**config.mk**
```make
export PLATFORM = sky130hd
export DESIGN_NAME = keypad_scanner
export DESIGN_NICKNAME = d
export VERILOG_FILES = /design/src/rtl/keypad_pkg.sv /design/src/rtl/sync_2ff.sv /design/src/rtl/keypad_scanner.sv
export SDC_FILE = /design/constraint.sdc
export NUM_CORES = 1
export LEC_CHECK = 0
export BUFFER_PORTS_ARGS = -buffer_cell sky130_fd_sc_hd__buf_2
export CAP_MARGIN = 20
export CELL_PAD_IN_SITES_DETAIL_PLACEMENT = 2
export CELL_PAD_IN_SITES_GLOBAL_PLACEMENT = 2
export CORE_UTILIZATION = 35
export CTS_CLUSTER_DIAMETER = 100
export DETAILED_ROUTE_END_ITERATION = 10
export MAX_ROUTING_LAYER = met4
export PLACE_DENSITY = 0.79
export SETUP_SLACK_MARGIN = 0.15
export SYNTH_ARGS = -nofsm -noshare
export SYNTH_HDL_FRONTEND = slang
export SYNTH_HIERARCHICAL = 1
export SYNTH_SLANG_ARGS = --single-unit
```
**constraint.sdc**
```tcl
create_clock -name clk -period 2.2 [get_ports clk]
set_input_delay 0.22 -clock clk [delete_from_list [all_inputs] [get_ports clk]]
set_output_delay 0.22 -clock clk [all_outputs]
set_load 0.02 [all_outputs]
```
**src/rtl/keypad_pkg.sv**
```systemverilog
// keypad_pkg: shared FSM type, key map and helpers for the keypad scanner.
package keypad_pkg;

    typedef enum logic [1:0] {
        SCAN     = 2'd0,
        DEBOUNCE = 2'd1,
        HELD     = 2'd2,
        RELEASE  = 2'd3
    } state_t;

    localparam logic [3:0] ALL_RELEASED = 4'b1111;

    // Hex code per [row][col], row 0 is the top row of the keypad.
    localparam logic [3:0] KEY_MAP [4][4] = '{
        '{4'h1, 4'h2, 4'h3, 4'hA},
        '{4'h4, 4'h5, 4'h6, 4'hB},
        '{4'h7, 4'h8, 4'h9, 4'hC},
        '{4'hE, 4'h0, 4'hF, 4'hD}
    };

    // Index of the lowest-numbered active-low row; caller guarantees one is low.
    function automatic logic [1:0] lowest_low_row(input logic [3:0] r);
        logic [1:0] idx;
        if (!r[0])      idx = 2'd0;
        else if (!r[1]) idx = 2'd1;
        else if (!r[2]) idx = 2'd2;
        else            idx = 2'd3;
        return idx;
    endfunction

    // Active-low column drive with exactly one column pulled low.
    function automatic logic [3:0] col_drive(input logic [1:0] idx);
        return 4'(~(4'b0001 << idx));
    endfunction

endpackage

```
**src/rtl/sync_2ff.sv**
```systemverilog
// sync_2ff: two-flop synchronizer for asynchronous inputs, resets to all ones.
module sync_2ff #(
    parameter int unsigned WIDTH = 1
) (
    input  logic             clk,
    input  logic             reset_n,
    input  logic [WIDTH-1:0] d,
    output logic [WIDTH-1:0] q
);

    logic [WIDTH-1:0] meta;

    // Two-stage capture; ones at reset read as "nothing pressed".
    always_ff @(posedge clk or negedge reset_n) begin
        if (!reset_n) begin
            meta <= '1;
            q    <= '1;
        end else begin
            meta <= d;
            q    <= meta;
        end
    end

endmodule

```
**src/rtl/keypad_scanner.sv**
```systemverilog
// keypad_scanner: scans a 4x4 active-low keypad matrix and emits one debounced
// key code strobe per press. Define KEYPAD_HISTORY_EN to add the two-digit
// history outputs (digit_new / digit_old) for the multiplexed display.
module keypad_scanner
    import keypad_pkg::*;
#(
    parameter int unsigned SCAN_DIV       = 24000,
    parameter int unsigned DEBOUNCE_TICKS = 20
) (
    input  logic       clk,
    input  logic       reset_n,
    input  logic [3:0] rows,
    output logic [3:0] cols,
    output logic [3:0] key,
    output logic       key_valid,
    output logic       key_held
`ifdef KEYPAD_HISTORY_EN
    ,
    output logic [3:0] digit_new,
    output logic [3:0] digit_old
`endif
);

    localparam int unsigned DIV_W = $clog2(SCAN_DIV);
    localparam int unsigned CNT_W = $clog2(DEBOUNCE_TICKS + 1);

    logic [3:0]       rows_s;
    logic [DIV_W-1:0] div_cnt;
    logic             tick;

    state_t           state, state_d;
    logic [1:0]       col_idx, col_d;
    logic [1:0]       row_lat, row_d;
    logic [CNT_W-1:0] deb_cnt, cnt_d, cnt_inc;
    logic [3:0]       cols_d;
    logic [3:0]       key_d;
    logic             kv_d;
    logic             held_d;

    sync_2ff #(.WIDTH(4)) u_row_sync (
        .clk     (clk),
        .reset_n (reset_n),
        .d       (rows),
        .q       (rows_s)
    );

    assign tick    = (div_cnt == DIV_W'(SCAN_DIV - 1));
    assign cnt_inc = deb_cnt + CNT_W'(1);

    // Free-running scan divider, one tick per SCAN_DIV clocks.
    always_ff @(posedge clk or negedge reset_n) begin
        if (!reset_n) begin
            div_cnt <= '0;
        end else if (tick) begin
            div_cnt <= '0;
        end else begin
            div_cnt <= div_cnt + DIV_W'(1);
        end
    end

    // Next-state and registered-output decode; all decisions happen on ticks.
    always_comb begin
        state_d = state;
        col_d   = col_idx;
        row_d   = row_lat;
        cnt_d   = deb_cnt;
        key_d   = key;
        kv_d    = 1'b0;

        case (state)
            SCAN: begin
                if (tick) begin
                    if (rows_s != ALL_RELEASED) begin
                        row_d   = lowest_low_row(rows_s);
                        cnt_d   = '0;
                        state_d = DEBOUNCE;
                    end else begin
                        col_d = col_idx + 2'd1;
                    end
                end
            end
            DEBOUNCE: begin
                if (tick) begin
                    if (!rows_s[row_lat]) begin
                        cnt_d = cnt_inc;
                        if (cnt_inc == CNT_W'(DEBOUNCE_TICKS)) begin
                            key_d   = KEY_MAP[row_lat][col_idx];
                            kv_d    = 1'b1;
                            state_d = HELD;
                        end
                    end else begin
                        col_d   = col_idx + 2'd1;
                        state_d = SCAN;
                    end
                end
            end
            HELD: begin
                // Only the latched key is watched; other keys cannot strobe.
                if (tick && rows_s[row_lat]) begin
                    cnt_d   = '0;
                    state_d = RELEASE;
                end
            end
            RELEASE: begin
                if (tick) begin
                    if (rows_s == ALL_RELEASED) begin
                        cnt_d = cnt_inc;
                        if (cnt_inc == CNT_W'(DEBOUNCE_TICKS)) begin
                            state_d = SCAN;
                        end
                    end else begin
                        cnt_d   = '0;
                        state_d = HELD;
                    end
                end
            end
            default: begin
                state_d = SCAN;
            end
        endcase

        held_d = (state_d == HELD) || (state_d == RELEASE);
        cols_d = col_drive(col_d);
    end

    // State and output registers.
    always_ff @(posedge clk or negedge reset_n) begin
        if (!reset_n) begin
            state     <= SCAN;
            col_idx   <= '0;
            row_lat   <= '0;
            deb_cnt   <= '0;
            cols      <= 4'b1110;
            key       <= '0;
            key_valid <= 1'b0;
            key_held  <= 1'b0;
        end else begin
            state     <= state_d;
            col_idx   <= col_d;
            row_lat   <= row_d;
            deb_cnt   <= cnt_d;
            cols      <= cols_d;
            key       <= key_d;
            key_valid <= kv_d;
            key_held  <= held_d;
        end
    end

`ifdef KEYPAD_HISTORY_EN
    // Two-deep history of accepted keys, shifted on each strobe.
    always_ff @(posedge clk or negedge reset_n) begin
        if (!reset_n) begin
            digit_new <= '0;
            digit_old <= '0;
        end else if (kv_d) begin
            digit_old <= digit_new;
            digit_new <= key_d;
        end
    end
`endif

endmodule

```
-- Word-level counts from Yosys, hierarchy flattened
Cells that the tools add are included.
- bits of input ports: 6
- register bits after elaboration: 44
- logic and storage cells: 82
- magnitude comparators: 3
- multiplexer cells: 39
- bitwise gates (word level): 4
- reductions and logical operators: 6
- shifts and indexed selects: 1
- add/sub/neg operators: 3
- equality and inequality tests: 15
- operator list (operator ; count):
    $mux W5 ; 7
    $bmux W16 S2 ; 1
    $mux W16 ; 2
    $mux W2 ; 15
    $pmux W5 S4 ; 1
    $add A15 B1 Y15 const B ; 1
    $eq A15 B15 Y1 const B ; 1
    $mux W15 ; 1
    $ne A2 B2 Y1 const B ; 6
    $bmux W4 S2 ; 1
    $eq A2 B2 Y1 const B ; 4
    $mux W4 ; 2
    $pmux W2 S4 ; 1
    $ge A3 B3 Y1 const B ; 2
    $mux W1 ; 6
    $not A2 Y3 ; 2
    $reduce_and A6 Y1 ; 1
    $add A5 B1 Y5 const B ; 1
    $eq A5 B5 Y1 const B ; 1
    $eq A4 B4 Y1 const B ; 1
    $ne A4 B4 Y1 const B ; 1
    $not A4 Y4 ; 1
    $pmux W2 S2 ; 1
    $reduce_and A4 Y1 ; 1
    other kinds (10) ; 10

-- Depth between registers and ports, before layout
- word-level depth: 8
- depth in mapped cells: 7
- mapped depth without buffers: 6

-- Modules after synthesis
Netlist, hierarchy kept.
- modules (own cells, without submodules) (module ; cells an instance ; times used ; area an instance (um^2)):
    keypad_scanner ; 173 ; 1 ; 1795.5
    sync_2ff ; 8 ; 1 ; 210.2

-- Worst setup path after synthesis
No wires, ideal clock.
- path kind: flip-flop to flip-flop
- start point: register div_cnt[6]
- end point: register key[0]
- path buffers: 2
- setup time: 125 ps
- stages on the path, launching flop included: 8
- slack: 54 ps
- arrival time: 2021 ps
- clock period less this slack: 2146 ps
- cell sequence: dfrtp_1 -> nor4b_2 -> nand3_1 -> or3_1 -> buf_2 -> or3_1 -> buf_6 -> mux2_4
- longest elaborated chain between the ends: 2
- RTL lines (item ; RTL line ; text):
    start: declaration ; keypad_scanner.sv:28 ; logic [DIV_W-1:0] div_cnt;
    start signal: assignment ; keypad_scanner.sv:57 ; div_cnt <= div_cnt + DIV_W'(1);
    $eq A15 B15 Y1 ; keypad_scanner.sv:47 ; assign tick = (div_cnt == DIV_W'(SCAN_DIV - 1));
    $reduce_and A4 Y1 (no source line) ; n/a ;
    end signal: assignment ; keypad_scanner.sv:143 ; key <= key_d;
    end: declaration ; keypad_scanner.sv:14 ; output logic [3:0] key,
No other way between the ends.
A chain may end at the register's enable or synchronous reset.

-- Worst setup path after layout
- start point: register div_cnt[9]
- end point: register key[2]
The elaborated chain is that of the path after synthesis.

==> results.json <==
{
  "status": "finished clean",
  "rsz0062_at_grt": "true",
  "slew_violations": 0,
  "irDropWorstVdd_v": 0.000467,
  "internal_power_uw": 1110,
  "cts_root_buffer": "clkbuf_8",
  "setup.worst_path.start_class": "flop",
  "routed_wl_microns": 5200,
  "grt_pass1_vias": 1627,
  "synth_edf_count": 0,
  "drt_pre_antenna_iters": 4,
  "start_util": 0.364,
  "wl_met3_microns": 107,
  "die_h_microns": 77.7,
  "die_area_sq_mm": 0.00604,
  "power_density_mw_per_mm2": 590,
  "cts_buffer_depth": 2,
  "swShare": 0.225,
  "nets": 219,
  "p_seq_frac": 0.564,
  "netSwitchingPower_uw": 322,
  "pin_count": 16,
  "core.rowCount": 27,
  "wl_per_cell_microns": 18.3,
  "wl_met1_microns": 2280,
  "highest_layer": "met4",
  "worstPathMaxFanout": 5,
  "skew_ns": 0.00287,
  "yosysSeqAreaShare": 0.543,
  "synth-seq-cells": 43,
  "antenna_found_initial": 0,
  "finalCritPeriodShare": 0.939,
  "numCtsBuffers": 5,
  "grt_max_degree": 44,
  "power_frac_clock": 0.415,
  "gp_congestion": 0.790,
  "core_sq_mm": 0.00551,
  "synth_area_per_cell_sq_um": 11.1,
  "cp_data_arrival_time_ns": 2.26,
  "vias": 1505,
  "syn_inst": 181,
  "end_kind": "flop",
  "combPwrFrac": 0.022,
  "drive_gt1_frac": 0.325,
  "placed_area_sq_mm": 0.00219,
  "fmax_mhz": 484,
  "cts-htree-levels": 2,
  "drc": 0,
  "async_flop_share": 1.00,
  "synth_area_sq_mm": 0.00201,
  "hold_class": "input pin to flop",
  "grt_use_total": 0.190,
  "clock-sinks": 43,
  "fin_crit_ns": 2.07,
  "cap_violations": 0,
  "finalInstanceArea_sq_mm": 0.00243,
  "syn-num-nets": 189,
  "synth_ff_type": "dfrtp_1",
  "fillers": 566,
  "slew_headroom": 0.367,
  "die_w_microns": 77.7,
  "grt_pass1_wl_microns": 8490,
  "area_delta_synth_final_pct": 21.1,
  "dp_hpwl_microns": 3550,
  "drtIter0Drc": 51,
  "p_leak_uw": 0.00111,
  "cts_tree": "done",
  "ys_warn_count": 6,
  "portBuffers": 15,
  "route.met2.wl_microns": 2710,
  "hold_violations": 0,
  "worstPathRequired_ns": 2.39,
  "antenna_cells": 0,
  "viasPerCell": 5.30,
  "drtAntennaViolNets": 0,
  "final_core_util": 0.441,
  "criticalPathCategory": "flop to flop",
  "setup-violations-final": 0,
  "clock_latency_ns": 0.30,
  "grt_overflow": 0,
  "path_clk_slew_ns": 0.09,
  "synth_cell_types": 45,
  "tightest_slew_ns": 0.950
}
[power groups by stage]
stage / clock network, uW / registers [uW] / logic (uW)
after floorplan: 0 / 821 / 7.12
after global placement: 0 / 822 / 27.7
after detailed placement: 0 / 823 / 29.3
after CTS: 615 / 808 / 29.6
after global routing: 639 / 809 / 35.7
final: 594 / 808 / 31.2
[path summary, 6_finish.rpt]
path                                     from                 end  slack [ns]  cells after the start
hold / removal                        rows[2]  u_row_sync/meta[2]        0.01                      1
max in group asynchronous             reset_n          div_cnt[9]        1.49                      1
setup reg to reg                   div_cnt[9]              key[2]        0.13                      5
hold reg to reg            u_row_sync/meta[2]     u_row_sync/q[2]        0.36                      0
setup / recovery                   div_cnt[9]              key[2]        0.13                      5
min in group asynchronous             reset_n          deb_cnt[3]        0.06                      1
[final cells by class]
cell class	count	area (sq um)	area share
inverters	4	15.0	0.00618
clock buffers	6	93.8	0.0386
multi-input cells	127	930	0.383
clock inverters	2	17.5	0.00721
repair buffers	30	193	0.0793
flip-flops and latches	43	1090	0.449
well taps	72	90.1	0.0371
[cell usage in the layout, fill, tap and decap left out, types with 3 or more instances in the layout]
master / Yosys / final
mux2_4: 4 / 4
nand2_1: 10 / 10
nor3_1: 6 / 5
buf_2: 1 / 15
mux2i_1: 5 / 5
o21ai_0: 8 / 8
inv_1: 4 / 4
xor2_1: 8 / 8
clkbuf_8: 0 / 5
nor2b_1: 4 / 4
or3_4: 0 / 3
nor2_1: 19 / 19
xnor2_1: 4 / 3
dfrtp_1: 32 / 31
dfstp_2: 11 / 11
and2_1: 3 / 3
nand3_1: 12 / 11
and3_1: 3 / 3
nand2b_1: 3 / 3
buf_4: 0 / 13
[synthesized netlist by cell type (5+ instances only)]
library cell	count	share of area
o21ai_0	8	0.020
nand2_1	10	0.019
nand3_1	12	0.030
nor2_1	19	0.036
clkbuf_1	5	0.0094
dfstp_2	11	0.14
mux2i_1	5	0.025
dfrtp_1	32	0.40
nor3_1	6	0.015
xor2_1	8	0.035
[critical path, stage by stage (launching register included)]
cell     delay (ns)
dfrtp_2        0.43
nor4b_4        0.33
nand3_2        0.14
or3_4          0.35
or3_4          0.39
mux2_4         0.32
[registers in the layout, indices dropped and copies added, names as in the netlist, named ones only]
register         flops
col_idx              2
u_row_sync/q         4
u_row_sync/meta      4
row_lat              2
cols                 4
key_valid            1
deb_cnt              5
key                  4
state                1
div_cnt             15
[metrics by stage]
step | total power (uW) | std cells | setup slack [ns] | TNS [ns] | hold slack (ns)
final | 1430 | 284 | 0.135 | 0 | 0.0113
after detailed placement | 852 | 268 | -0.0207 | -0.0207 | 0.330
after global routing | 1480 | 284 | 0.0322 | 0 | 0.00412
after global placement | 850 | 268 | 0.118 | 0 | 0.326
after floorplan | 828 | 181 | 0.115 | 0 | -0.0756
after CTS | 1450 | 278 | 0.146 | 0 | 0.000387
[layer usage]
layer  global-route usage  vias up
met4               0.0509        0
met1                0.230      784
met5                    -        -
met2                0.324       20
met3               0.0353        9
li1                     -      692
[kinds of logic after synthesis]
family          Yosys count  synth area share
mux                      12            0.0774
compound gates           20            0.0680
xor+xnor                 12            0.0524
buf+inv                  11            0.0249
simple gates             81             0.221
flops                    43             0.543
fa+ha+maj                 2            0.0125
[repair_timing]
item | CTS | global route
hold buffers | 0 | 2
endpoints found under the hold margin | 0 | 2
setup buffers | 2 | 4
pin swaps | 2 | 5
resized for setup | 9 | 3
endpoints found under the setup margin | 12 | 12
Power figures use the tool's default switching activity.
